--- config.mk ---
export PLATFORM = sky130hd
export DESIGN_NAME = tug_match_ctrl
export DESIGN_NICKNAME = d
export VERILOG_FILES = /design/src/rtl/tug_match_ctrl.sv
export SDC_FILE = /design/constraint.sdc
export NUM_CORES = 1
export LEC_CHECK = 0
export CAP_MARGIN = 20
export CORE_ASPECT_RATIO = 0.9
export CORE_MARGIN = 2
export CORE_UTILIZATION = 50
export DETAILED_ROUTE_END_ITERATION = 8
export HOLD_SLACK_MARGIN = 0.15
export PLACE_DENSITY = 0.73
export RECOVER_POWER = 50
export SLEW_MARGIN = 20
export SYNTH_ARGS = -nofsm -noshare
export SYNTH_HDL_FRONTEND = slang
export SYNTH_SLANG_ARGS = --single-unit
--- constraint.sdc ---
create_clock -name clk -period 6.85 [get_ports clk]
set_input_delay 2.055 -clock clk [delete_from_list [all_inputs] [get_ports clk]]
set_output_delay 2.055 -clock clk [all_outputs]
set_load 0.02 [all_outputs]
--- src/rtl/tug_match_ctrl.sv ---
// Match/round controller for the tug-of-war playfield: gates presses, counts
// round wins, freezes the field after a round, and declares the match winner.
module tug_match_ctrl #(
    parameter int HOLD_CYCLES = 25000000,
    parameter int TARGET      = 7
) (
    input  logic       clk,
    input  logic       Reset,
    input  logic       L_in,
    input  logic       R_in,
    input  logic       left_win,
    input  logic       right_win,
    output logic       L_out,
    output logic       R_out,
    output logic       field_reset,
    output logic [2:0] left_score,
    output logic [2:0] right_score,
    output logic       match_over,
    output logic       winner_left,
    output logic       winner_right,
    output logic [6:0] HEX_L,
    output logic [6:0] HEX_R
);

    typedef enum logic [1:0] {PLAY, HOLD, CLEAR, OVER} state_t;

    localparam logic [31:0] HOLD_LOAD = 32'(HOLD_CYCLES - 1);
    localparam logic [2:0]  TARGET_S  = 3'(TARGET);

    state_t      state, state_nx;
    logic [31:0] cnt, cnt_nx;
    logic [2:0]  lscore_nx, rscore_nx;
    logic        wl_nx, wr_nx;

    function automatic logic [6:0] seg7(input logic [2:0] v);
        logic [6:0] s;
        case (v)
            3'd0:    s = 7'b1000000;
            3'd1:    s = 7'b1111001;
            3'd2:    s = 7'b0100100;
            3'd3:    s = 7'b0110000;
            3'd4:    s = 7'b0011001;
            3'd5:    s = 7'b0010010;
            3'd6:    s = 7'b0000010;
            default: s = 7'b1111000;
        endcase
        return s;
    endfunction

    always_ff @(posedge clk) begin
        if (Reset) begin
            state        <= PLAY;
            cnt          <= '0;
            left_score   <= '0;
            right_score  <= '0;
            winner_left  <= 1'b0;
            winner_right <= 1'b0;
        end else begin
            state        <= state_nx;
            cnt          <= cnt_nx;
            left_score   <= lscore_nx;
            right_score  <= rscore_nx;
            winner_left  <= wl_nx;
            winner_right <= wr_nx;
        end
    end

    always_comb begin
        state_nx  = state;
        cnt_nx    = cnt;
        lscore_nx = left_score;
        rscore_nx = right_score;
        wl_nx     = winner_left;
        wr_nx     = winner_right;
        case (state)
            PLAY: begin
                // A simultaneous win is a draw: replay the round with no score.
                if (left_win && right_win) begin
                    state_nx = HOLD;
                    cnt_nx   = HOLD_LOAD;
                end else if (left_win) begin
                    lscore_nx = left_score + 3'd1;
                    if (lscore_nx == TARGET_S) begin
                        state_nx = OVER;
                        wl_nx    = 1'b1;
                    end else begin
                        state_nx = HOLD;
                        cnt_nx   = HOLD_LOAD;
                    end
                end else if (right_win) begin
                    rscore_nx = right_score + 3'd1;
                    if (rscore_nx == TARGET_S) begin
                        state_nx = OVER;
                        wr_nx    = 1'b1;
                    end else begin
                        state_nx = HOLD;
                        cnt_nx   = HOLD_LOAD;
                    end
                end
            end
            HOLD: begin
                if (cnt == 32'd0) state_nx = CLEAR;
                else              cnt_nx   = cnt - 32'd1;
            end
            CLEAR:   state_nx = PLAY;
            default: state_nx = OVER;
        endcase
    end

    assign L_out       = L_in & (state == PLAY);
    assign R_out       = R_in & (state == PLAY);
    assign field_reset = (state == CLEAR);
    assign match_over  = (state == OVER);
    assign HEX_L       = seg7(left_score);
    assign HEX_R       = seg7(right_score);

endmodule

## After elaboration in Yosys (flattened, before gate mapping)

Cells that the tools add are included.

| word-level totals | value |
|---|---|
| flip-flop bits (word level) | 42 |
| logic and storage cells | 63 |

| operators by class | value |
|---|---|
| add/subtract/negate cells | 3 |
| equality and inequality tests | 22 |
| muxes and demuxes | 16 |
| bitwise gates (word level) | 4 |
| reductions and logical operators | 12 |

Operators with widths:

| cell | count |
|---|---|
| 2-to-1 mux 32 bit | 6 |
| one-hot mux 7 bit (7 select lines) | 2 |
| one-hot mux 32 bit (2 select lines) | 1 |
| logical NOT 32 bit | 1 |
| subtractor 32 x 1 -> 32 bit, second input constant | 1 |
| equality test 3 bit, second input constant | 8 |
| equality test 3 x 2 -> 1 bit, second input constant | 4 |
| 2-to-1 mux 2 bit | 6 |
| != test 4 bit, second input constant | 3 |
| AND reduction 5 bit | 2 |
| AND reduction 4 bit | 2 |
| adder 3 x 1 -> 3 bit, second input constant | 2 |
| equality test 3 x 1 -> 1 bit, second input constant | 2 |
| logical NOT 3 bit | 2 |
| one-hot mux 2 bit (3 select lines) | 1 |
| equality test 2 bit, second input constant | 2 |
| != test 2 bit, second input constant | 2 |
| AND reduction 3 bit | 1 |
| bitwise AND 1 bit | 2 |
| equality test 2 x 1 -> 1 bit, second input constant | 1 |
| logical NOT 2 bit | 1 |
| NOT 1 bit | 2 |
| AND reduction 2 bit | 1 |
| nonzero test 2 bit | 1 |
| logical AND 1 bit | 1 |

## Logic depth before layout (Yosys ltp)

Gate-level depths: netlist of the first run.

| depth | value |
|---|---|
| depth in word-level cells | 7 |
| gate-level depth with buffers | 10 |

## Worst setup path after synthesis of the first run

OpenSTA, ideal clock, no wires.

| timing | value |
|---|---|
| path type | input to output |
| start | input port L_in |
| end | output port L_out |
| data arrival time | 2.271 ns |
| path slack | 2.524 ns |
| stages | 1 |
| path buffers | 0 |
| cell sequence | and2_1 |

| on the way | value |
|---|---|
| word-level cells in the longest chain between the ends | 1 |

Ends and longest elaborated chain:

| item | line | text |
|---|---|---|
| start: declaration | 9 | `input logic L_in,` |
| bitwise AND 1 bit | 110 | `assign L_out = L_in & (state == PLAY);` |
| end: declaration | 13 | `output logic L_out,` |

No other way between the ends.

## Final worst setup path of the first run

| timing | value |
|---|---|
| start | input port R_in |
| end | output port R_out |

| on the way | value |
|---|---|
| word-level cells in the longest chain between the ends | 1 |

Ends and longest elaborated chain:

| item | line | text |
|---|---|---|
| start: declaration | 10 | `input logic R_in,` |
| bitwise AND 1 bit | 111 | `assign R_out = R_in & (state == PLAY);` |
| end: declaration | 14 | `output logic R_out,` |

No other way between the ends.

==> flow_summary.yaml, run 1 <==
worst_setup_path:
  cp.arrival_ns: 3.23
  startpoint_type: "primary input"
  crit_family: "buffers and inverters"
  cp_cell_sequence: "clkdlybuf4s50_1 > and2_1 > clkdlybuf4s50_1"
  path_common_cell: "clkdlybuf4s50_1"
  path_buf_inv: 2
  max_stage_delay_ns: 0.60
  cp_slowest_cell: "clkdlybuf4s50_1"
  worstPathRequired_ns: 4.80
  cp-end-kind: "primary output"
  path_class: "in2out"
  critPathLaunch: "R_in"
  r2r_start: "state[0]"
  worstPathMaxFanout: 1
min_path:
  hp-start: "cnt[26]"
  min_path_type: "reg2reg"
outcome:
  status: "finished clean"
detailed_routing:
  firstDrtPassIters: 4
  drt-total-wl_um: 5740
  wire_per_inst_um: 14.2
  drc_errors: 0
  via_per_inst: 5.75
  ant_nets: 0
  drt-initial-drc-count: 101
  vias: 2321
global_routing:
  grt_max_degree: 31
  grt_overflow: 0
  grt_pass1_wl_um: 9840
  grt_pass1_vias: 2106
  antenna_found_initial: 0
  gr-usage-all-layers: 0.212
floorplan:
  dieHeight_um: 72.0
  die_area_um2: 5730
  initial_core_util: 0.525
  io-pin-count: 32
  num_rows: 24
  dieWidth_um: 79.6
  coreArea_um2: 4890
cts:
  ctsLongestPathBuffers: 2
  clock_latency_ns: 0.29
  cts_resized: 0
  cts_hold_buf: 0
  clock-sinks: 42
  cts_made_buffers: 5
  htreeDepth: 2
  path_clk_slew_ns: 0.08
  cts.root.buffer_cell: "clkbuf_8"
  cts_tree: "yes"
  cts_setup_buffers: 0
cells_and_area:
  layout.cells.non_filler: 404
  drive_above_1_share: 0.0501
  fillers: 458
  finalNetCount: 360
  area_delta_synth_final_pct: 17.2
  n_antenna_cell: 0
timing:
  period_needed_ns: 5.29
  max_freq_mhz: 189
  slew_headroom: 0.366
  rsz0062_at_grt: "no"
  hold_violations: 0
  tightest_slew_ns: 0.944
  fin_hold_ws_ns: 0.485
  drv_slew: 0
  tns_ns: 0
  finalSetupViolCount: 0
  period_share: 0.772
  skew_ns: 0.00725
  timing.final.ws_setup_ns: 1.56
job:
  maxCapViolCount: 0
power_and_ir_drop:
  p_clk_frac: 0.155
  p_int_uw: 696
  combPwrFrac: 0.527
  leakagePower_nw: 1.15
  swShare: 0.440
  powerDensity_nw_per_um2: 412
  seq_power_share: 0.318
  p_sw_uw: 546
  ir_worst_vdd_uv: 243
yosys:
  syn_nets: 332
  netlist_instances: 310
  synth-edff-count: 0
  synth_most_common_cell: "dfxtp_1"
  synth_area_leaders: "dfxtp_1 (33%), ha_1 (7.8%), a21oi_1 (5.7%)"
  async_flop_share: 0
  yosysWarningCount: 0
  syn_area_um2: 2570
  synth.distinct_cells: 48
  synth_top_area_cell: "dfxtp_1"
  ys.flop_type: "dfxtp_1"
  ys_ff_latch: 42
  synth_commonest_cells: "dfxtp_1 (42), nor2_1 (36), a21oi_1 (29)"
  ys_seq_area_frac: 0.327
  synth_area_per_cell_um2: 8.29
  synthDominantCellAreaShare: 0.327
placement:
  place.gp.congestion: 0.818
  pre_cts_ws_ns: 1.55
  port_buffers: 31
  dp_hpwl_um: 4180
  dpl.cell_count: 396
[routing by layer]
metal  global-route usage  wire length [µm]
met1                0.298              2820
met2                0.342              2590
met3               0.0386               263
met5                    0                 0
met4               0.0460                58
[placed cells by master, fill, tap and decap left out, drive strengths merged, types with 9 or more instances in the layout]
cell type,n
dfxtp,42
nor2,37
a21oi,29
nor3,19
clkdlybuf4s50,18
ha,16
inv,15
xor2,12
dlygate4sd3,12
nor4,11
or4,10
o21ai,9
xnor2,9
or3,9
[power groups by stage]
stage               sequential (mW)  clock, mW  combinational, mW
floorplan                     0.386          0              0.480
global placement              0.396          0              0.649
detailed placement            0.398          0              0.657
CTS                           0.394      0.199              0.662
global route                  0.407      0.209              0.724
finish                        0.395      0.192              0.655
[registers in the layout, indices dropped and copies added, names as in the netlist]
register / cells
state: 2
winner_left: 1
left_score: 3
winner_right: 1
right_score: 3
cnt: 32
[worst min-delay path: stages, from the launching register on]
cell	delay, ns
dfxtp_1	0.33
nand2_1	0.06
mux2i_1	0.05
[logic make-up after synthesis]
| logic type | after synthesis | share of synthesized area |
|---|---|---|
| AO/OA/AOI/OAI | 68 | 0.167 |
| XOR/XNOR | 21 | 0.0716 |
| adder cells (fa/ha/maj) | 16 | 0.0779 |
| buffers and inverters | 25 | 0.0370 |
| flip-flops | 42 | 0.327 |
| multiplexers | 3 | 0.0127 |
| AND/OR/NAND/NOR | 135 | 0.306 |
[path summary, 6_finish.rpt]
path	endpoint	slack, ns	depth (start not counted)
max	R_out	1.56	3
min	cnt[26]	0.48	2
max reg2reg	cnt[25]	3.53	8
min reg2reg	cnt[26]	0.48	2
[stage by stage]
stage / util / power (mW) / cell area (µm²)
2_1_floorplan: - / 0.866 / 2570
3_3_place_gp: 0.597 / 1.05 / 2920
3_5_place_dp: 0.597 / 1.06 / 2920
4_1_cts: 0.619 / 1.26 / 3030
5_1_grt: 0.615 / 1.34 / 3010
6_report: 0.615 / 1.24 / 3010
[cell type report]
class | instances | area, µm² | area share
Clock buffer | 7 | 76.3 | 0.0253
Clock inverter | 1 | 30.0 | 0.00997
Inverter | 15 | 56.3 | 0.0187
Multi-Input combinational cell | 243 | 1620 | 0.538
Sequential cell | 42 | 841 | 0.279
Tap cell | 65 | 81.3 | 0.0270
Timing Repair Buffer | 31 | 305 | 0.101
Power figures use the tool's default switching activity.
==> run 2, diff against run 1 <==
clock period = 5.1 ns   (was 6.85 ns; I/O delays follow)
==> run 2 against run 1 <==
Combinational power rose by 36%. Cell count rose by 0.50%. Utilization did not move. Sequential power rose by 34%. Worst hold slack got worse by 0.012 ns. Power rose by 33%. Flip-flop and latch count did not move. Via count fell by 0.86%. Highest routed layer unchanged.
==> flow_summary.yaml, run 2 (synthesized netlist as in run 1, its figures left out) <==
cells_and_area:
  most-common-layout-cells: "dfxtp_1 (42), nor2_1 (36), a21oi_1 (29)"
  largest_register_ffs: 32
  n_antenna_cell: 0
  drive_above_1_share: 0.0528
  regMostFlops: "cnt"
  area_delta_synth_final_pct: 17.2
  fillers: 446
  top_regs: "cnt (32), left_score (3), right_score (3)"
  finalNetCount: 362
  fin_area_um2: 3010
  mostFrequentLayoutCell: "dfxtp_1"
cts:
  ctsLongestPathBuffers: 2
  cts_tree: "yes"
  clock_latency_ns: 0.29
  cts_hold_buf: 0
  cts.root.buffer_cell: "clkbuf_8"
  path_clk_slew_ns: 0.08
  clock-sinks: 42
  htreeDepth: 2
  cts_resized: 0
  cts_setup_buffers: 0
  cts_made_buffers: 5
timing:
  hold_violations: 0
  period_needed_ns: 4.37
  tightest_slew_ns: 1.02
  max_freq_mhz: 229
  finalSetupViolCount: 0
  tns_ns: 0
  rsz0062_at_grt: "no"
  period_share: 0.857
  drv_slew: 0
  slew_headroom: 0.315
  skew_ns: 0.00951
floorplan:
  coreArea_um2: 4890
  dieHeight_um: 72.0
  die_area_um2: 5730
  initial_core_util: 0.525
  num_rows: 24
  dieWidth_um: 79.6
  io-pin-count: 32
power_and_ir_drop:
  ir_worst_vdd_uv: 279
  powerDensity_nw_per_um2: 547
  leakagePower_nw: 1.14
worst_setup_path:
  path_buf_inv: 1
  critPathLaunch: "right_win"
  worstPathRequired_ns: 5.32
  startpoint_type: "primary input"
  path_class: "in2reg"
  r2r_start: "state[1]"
  worstPathMaxFanout: 9
  r2r_end: "cnt[31]"
  cp_cell_sequence: "dlygate4sd3_1 > and3b_1 > and3b_1 > nor3_1 > o2111ai_1 > or4_1 > a21oi_1"
  rrSetupSlack_ns: 1.77
  max_stage_delay_ns: 0.85
  crit_family: "simple AND/OR/NAND/NOR gates"
  path_common_cell: "and3b_1"
  cp.arrival_ns: 4.59
  r2r_cells: 8
  cp_slowest_cell: "nor3_1"
  worstSetupPathDepth: 7
  cp-end-kind: "flop"
  setup.worst_path.end: "cnt[31]"
global_routing:
  grt_max_degree: 18
  grt_pass1_vias: 2168
  grt_pass1_wl_um: 10200
  antenna_found_initial: 0
  grt_overflow: 0
  gr-usage-all-layers: 0.219
job:
  maxCapViolCount: 0
placement:
  place.gp.congestion: 0.866
  dpl_cell_area_um2: 2940
  port_buffers: 31
  dp_hpwl_um: 4290
min_path:
  min_path_type: "reg2reg"
detailed_routing:
  firstDrtPassIters: 4
  drt-initial-drc-count: 217
  drc_errors: 0
  ant_nets: 0
  drt-total-wl_um: 5830
  via_per_inst: 5.67
  vias: 2301
  wire_per_inst_um: 14.4
outcome:
  status: "finished clean"
==> run 2: cell type report <==
class | instances | area [µm²] | share of cell area
multi-input combinational | 243 | 1620 | 0.537
sequential | 42 | 841 | 0.279
timing repair buffer | 33 | 322 | 0.107
clock buffer | 6 | 82.6 | 0.0274
tap | 65 | 81.3 | 0.0270
inverter | 15 | 56.3 | 0.0187
clock inverter | 2 | 12.5 | 0.00415
==> run 2: how the worst min path moves through the flow <==
stage	startpoint	end	slack (ns)	cells past startpoint
after floorplan	cnt[26]	cnt[26]	0.44	2
after global placement	winner_left	winner_left	0.45	2
after detailed placement	winner_left	winner_left	0.46	2
after CTS	winner_left	winner_left	0.48	2
after global routing	cnt[26]	cnt[26]	0.50	2
final	winner_left	winner_left	0.47	2
==> run 2: where the power goes <==
| part | leakage (nW) | switching [mW] | internal (mW) | total [mW] |
|---|---|---|---|---|
| registers | 0.345 | 0.111 | 0.420 | 0.531 |
| clock network | 0.0472 | 0.114 | 0.109 | 0.223 |
| logic | 0.753 | 0.516 | 0.376 | 0.892 |
| total | 1.14 | 0.741 | 0.905 | 1.65 |
==> run 2: worst register-to-register path, cell delays in order (launching register included) <==
cell       delay, ns
dfxtp_1         0.40
inv_1           0.09
ha_1            0.25
and3b_1         0.30
and3b_1         0.29
nor3_1          0.85
o2111ai_1       0.40
or4_1           0.55
a21oi_1         0.14
==> run 2: per-layer routing <==
layer / GRT usage / vias up / part of all wire
li1: - / 1196 / -
met5: 0 / - / 0
met3: 0.0410 / 4 / 0.031
met1: 0.327 / 1072 / 0.52
met2: 0.327 / 29 / 0.45
met4: 0.0517 / 0 / 0.0062
==> run 2: stage by stage <==
step / util / cells / hold slack, ns / setup WS (ns) / power (mW)
6_report: 0.615 / 406 / 0.473 / 0.727 / 1.65
5_1_grt: 0.615 / 406 / 0.503 / 0.490 / 1.78
4_1_cts: 0.619 / 406 / 0.478 / 0.863 / 1.66
3_5_place_dp: 0.600 / 398 / 0.459 / 0.863 / 1.43
3_3_place_gp: 0.600 / 398 / 0.452 / 0.889 / 1.41
2_1_floorplan: - / 310 / 0.439 / 1.70 / 1.16
==> patch 1, RTL diff (settings of run 2) <==
The parameter `TARGET` goes from 7 to 5.
--- a/src/rtl/tug_match_ctrl.sv
+++ b/src/rtl/tug_match_ctrl.sv
@@ -4,3 +4,3 @@
     parameter int HOLD_CYCLES = 25000000,
-    parameter int TARGET      = 7
+    parameter int TARGET      = 5
 ) (
Formal check against the unedited RTL: no difference found for any inputs over 10 cycles, from zero or initial values and one cycle with Reset high; that may be too few to reach the edited logic, so the function may still have changed.
==> patch 1 against run 2 <==
- worst setup slack better by 0.070 ns
- synthesized cell count up 11%
- via count up 17%
- area after synthesis up 9.4%
- wire length up 13%
- global-route usage down 0.51 points
- combinational power up 6.7%
- power up 2.9%
- sequential cell count unchanged
- design area up 6.8%
- critical path type unchanged
==> patch 1: results (changes against run 2) <==
* R2R Path Start: left_score[2]
* GRT Total Usage at 0.214 (-0.00514)
* Initial DRC Count at 223 (+2.8%)
* # diodes at 0 (unchanged)
* Fraction of layout cells with a size suffix above 1 at 0.0761 (+0.0233)
* Post-layout utilization of the core at 0.601 (-0.0139)
* Dpl ws at 0.855 ns (-0.00750 ns)
* Total wire length at 6580 um (+13%)
* HPWL Detailed at 4700 um (+9.4%)
* GP Congestion at 0.847 (-2.2%)
* CP max stage delay at 0.80 ns (-0.05 ns)
* Hold_ws at 0.482 ns (+0.00982 ns)
* CP startpoint: left_win
* Worst r2r dst: cnt[4]
* Cells after Synth at 343 (+11%)
* Non-Filler Instances at 435 (+7.1%)
* Top cells by area, synth: dfxtp_1 (30%), ha_1 (7.6%), or4_1 (5.9%), nor2_1 (4.7%), o31ai_1 (4.5%)
* Worst Tran Pin Value at 0.758 ns (-0.262 ns)
* CP max stage cell: or4_2
* Post-DP Area at 3140 sq um (+7.0%)
* Pleak at 1.17 nW (+2.0%)
* Vias per cell at 6.17 (+8.8%)
* Status: finished clean
* Synth top cells by count: dfxtp_1 (42), nor2_1 (35), or4_1 (22)
* Number of global-route vias before repair at 2340 (+7.9%)
* Worst path arrival time at 4.54 ns (-0.05 ns)
* Critical path peak fanout at 23 (+14)
* NumNets Final at 391 (+8.0%)
* Seq/Total Area, Yosys at 0.299 (-0.0280)
* Synth Area in XOR/XNOR at 0.00624 (-0.0654)
* Largest net degree at the start of global routing at 29 (+11)
* Internal at 0.890 mW (-1.6%)
* Clk pwr at 0.206 mW (-8%)
* Final Power at 1.69 mW (+2.9%)
* Fill count at 470 (+5.4%)
* DP Cell Count at 428 (+7.5%)
* Syn Nets at 366 (+10%)
* Post-synthesis compound-gate area fraction at 0.212 (+0.0445)
* Multiplexer share of the synthesized area at 0.0192 (+0.00649)
* Metal2 WL at 2980 um (+14%)
* Combinational power share at 0.562 (+0.020)
* First-pass GRT wire length at 10900 um (+6.9%)
* CTS Root Cell: clkbuf_8
* Worst VDD drop at 0.273 mV (-2.1%)
* WL met3 at 309 um (+73%)
* Netlist cell types at 52 (+8.3%)
* Clock Skew at 0.00870 ns (-0.000811 ns)
* Final period utilization at 0.844 (-0.0137)
* End of the worst hold path: cnt[28]
-- patch 1: worst register-to-register path: stages, from the launching register on --
cell	delay [ns]
dfxtp_1	0.51
inv_1	0.15
ha_1	0.32
nor2b_1	0.08
o21ai_0	0.15
clkbuf_1	0.50
nand3_1	0.67
or4_2	0.81
a31oi_1	0.16
-- patch 1: metal layers --
layer  GRT usage  up-vias
met4      0.0328        0
met1       0.299     1254
li1            -     1360
met5           0        -
met2       0.349       62
met3      0.0482        6
-- patch 1: kinds of logic after synthesis --
| family | count (synthesis) |
|---|---|
| AOI/OAI and AO/OA | 91 |
| and+or+nand+nor | 153 |
| muxes | 5 |
| adders and majority gates | 17 |
| xor gates and xnor gates | 2 |
| buffers and inverters | 33 |
| DFF | 42 |
-- patch 1: cell type report --
type | count | area share
repair buffers | 34 | 0.102
clock buffers | 7 | 0.0237
flip-flops and latches | 42 | 0.261
well taps | 67 | 0.0261
multi-input cells | 268 | 0.567
inverters | 17 | 0.0198
==> patch 2, RTL diff (settings of run 2) <==
Without the edit above. Re-encode `state_t` (4 states) as one-hot, 4 bits wide.
--- a/src/rtl/tug_match_ctrl.sv
+++ b/src/rtl/tug_match_ctrl.sv
@@ -24,3 +24,3 @@
 
-    typedef enum logic [1:0] {PLAY, HOLD, CLEAR, OVER} state_t;
+    typedef enum logic [3:0] {PLAY = 4'b0001, HOLD = 4'b0010, CLEAR = 4'b0100, OVER = 4'b1000} state_t;
 
Function: no difference found for any inputs over 10 cycles, from zero or initial values and one cycle with Reset high; not proved beyond that.
==> patch 2 against run 2 <==
- area after synthesis is 4.1% lower
- synthesized cell count is 4.5% lower
- sequential cell count is 2 higher
- wire length is 11% lower
- design area is 3.5% lower
- worst hold slack better by 0.0035 ns
- largest cell class unchanged
- clock skew is 0.0017 ns lower
- worst setup slack better by 0.10 ns
- maximum frequency is 2.3% higher
- final cell count is 3.4% lower
Power is not compared: it rests on default switching activity, and its combinational part moved more than twofold at a synthesized area within 25%.
==> patch 2: results (changes against run 2) <==
* Total wire length at 5180 um (-11%)
* DP Cell Count at 385 (-3.3%)
* Clock Skew at 0.00784 ns (-0.00166 ns)
* Multiplexer share of the synthesized area at 0.0173 (+0.00461)
* WL met3 at 146 um (-18%)
* Largest net degree at the start of global routing at 29 (+11)
* Multi-input logic area at 1490 sq um (-7.7%)
* Metal2 WL at 2290 um (-12%)
* Top cells by area, synth: dfxtp_1 (36%), nor2_1 (7.0%), xor2_1 (6.0%), a21oi_1 (5.7%), ha_1 (5.6%)
* Signal buf overhead at 0.113 (+0.00644)
* Seq/Total Area, Yosys at 0.358 (+0.0304)
* Clk tree area frac at 0.0280 (-0.00359)
* NumNets Final at 344 (-5.0%)
* Worst path arrival time at 2.74 ns (-1.85 ns)
* CP max stage cell: clkdlybuf4s50_1
* Syn Nets at 313 (-5.7%)
* Inverter count at 11 (-4)
* Flop and latch count out of synthesis at 44 (+4.8%)
* Comb_multi_in at 231 (-4.9%)
* Syn avg cell area at 8.32 sq um (+0.39%)
* Grt met3 use at 0.0408 (-0.000228)
* Met1 WL at 2680 um (-11%)
* Grt met1 use at 0.286 (-0.0414)
* P&R area growth vs syn at 18.0%
* GRT Total Usage at 0.202 (-0.0163)
* Worst Tran Pin Value at 0.901 ns (-0.119 ns)
* Post-DP Area at 2830 sq um (-3.7%)
* Fill count at 450 (+0.90%)
* HPWL Detailed at 3690 um (-14%)
* GP Congestion at 0.781 (-9.9%)
* CP max stage delay at 0.60 ns (-0.25 ns)
* Vias per cell at 5.53 (-2.5%)
* Status: finished clean
* Synth Area in XOR/XNOR at 0.0676 (-0.00402)
* First-pass GRT wire length at 9090 um (-11%)
patch 2: changes by cell type after synthesis, moves of 5 or more:
cell	delta
nor2_1	+10
a211oi_1	-5
nand3_1	+6
xnor2_1	-7
xor2_1	+5
ha_1	-5
nor4_1	-8
patch 2: cells by family after synthesis:
| family | after synthesis |
|---|---|
| simple gates | 135 |
| compound gates | 62 |
| flops | 44 |
| buf+inv | 21 |
| xor+xnor | 19 |
| fa+ha+maj | 11 |
| mux | 4 |
patch 2: report_power, final:
group | internal [mW] | switching, mW | total (mW)
clock | 0.0928 | 0.116 | 0.209
combinational | 0.105 | 0.146 | 0.250
sequential | 0.372 | 0.0299 | 0.402
patch 2: path summary, 6_finish.rpt:
check                           slack [ns]        start          end
worst max-delay path                  0.83         L_in        L_out
worst min-delay path                  0.48  winner_left  winner_left
worst max register to register        1.81     state[3]      cnt[12]
worst min register to register        0.48  winner_left  winner_left
patch 2: critical path, delay by kind of cell:
kind                   cells  cell delay, ns
and+or+nand+nor            1            0.14
buffers and inverters      2            1.07
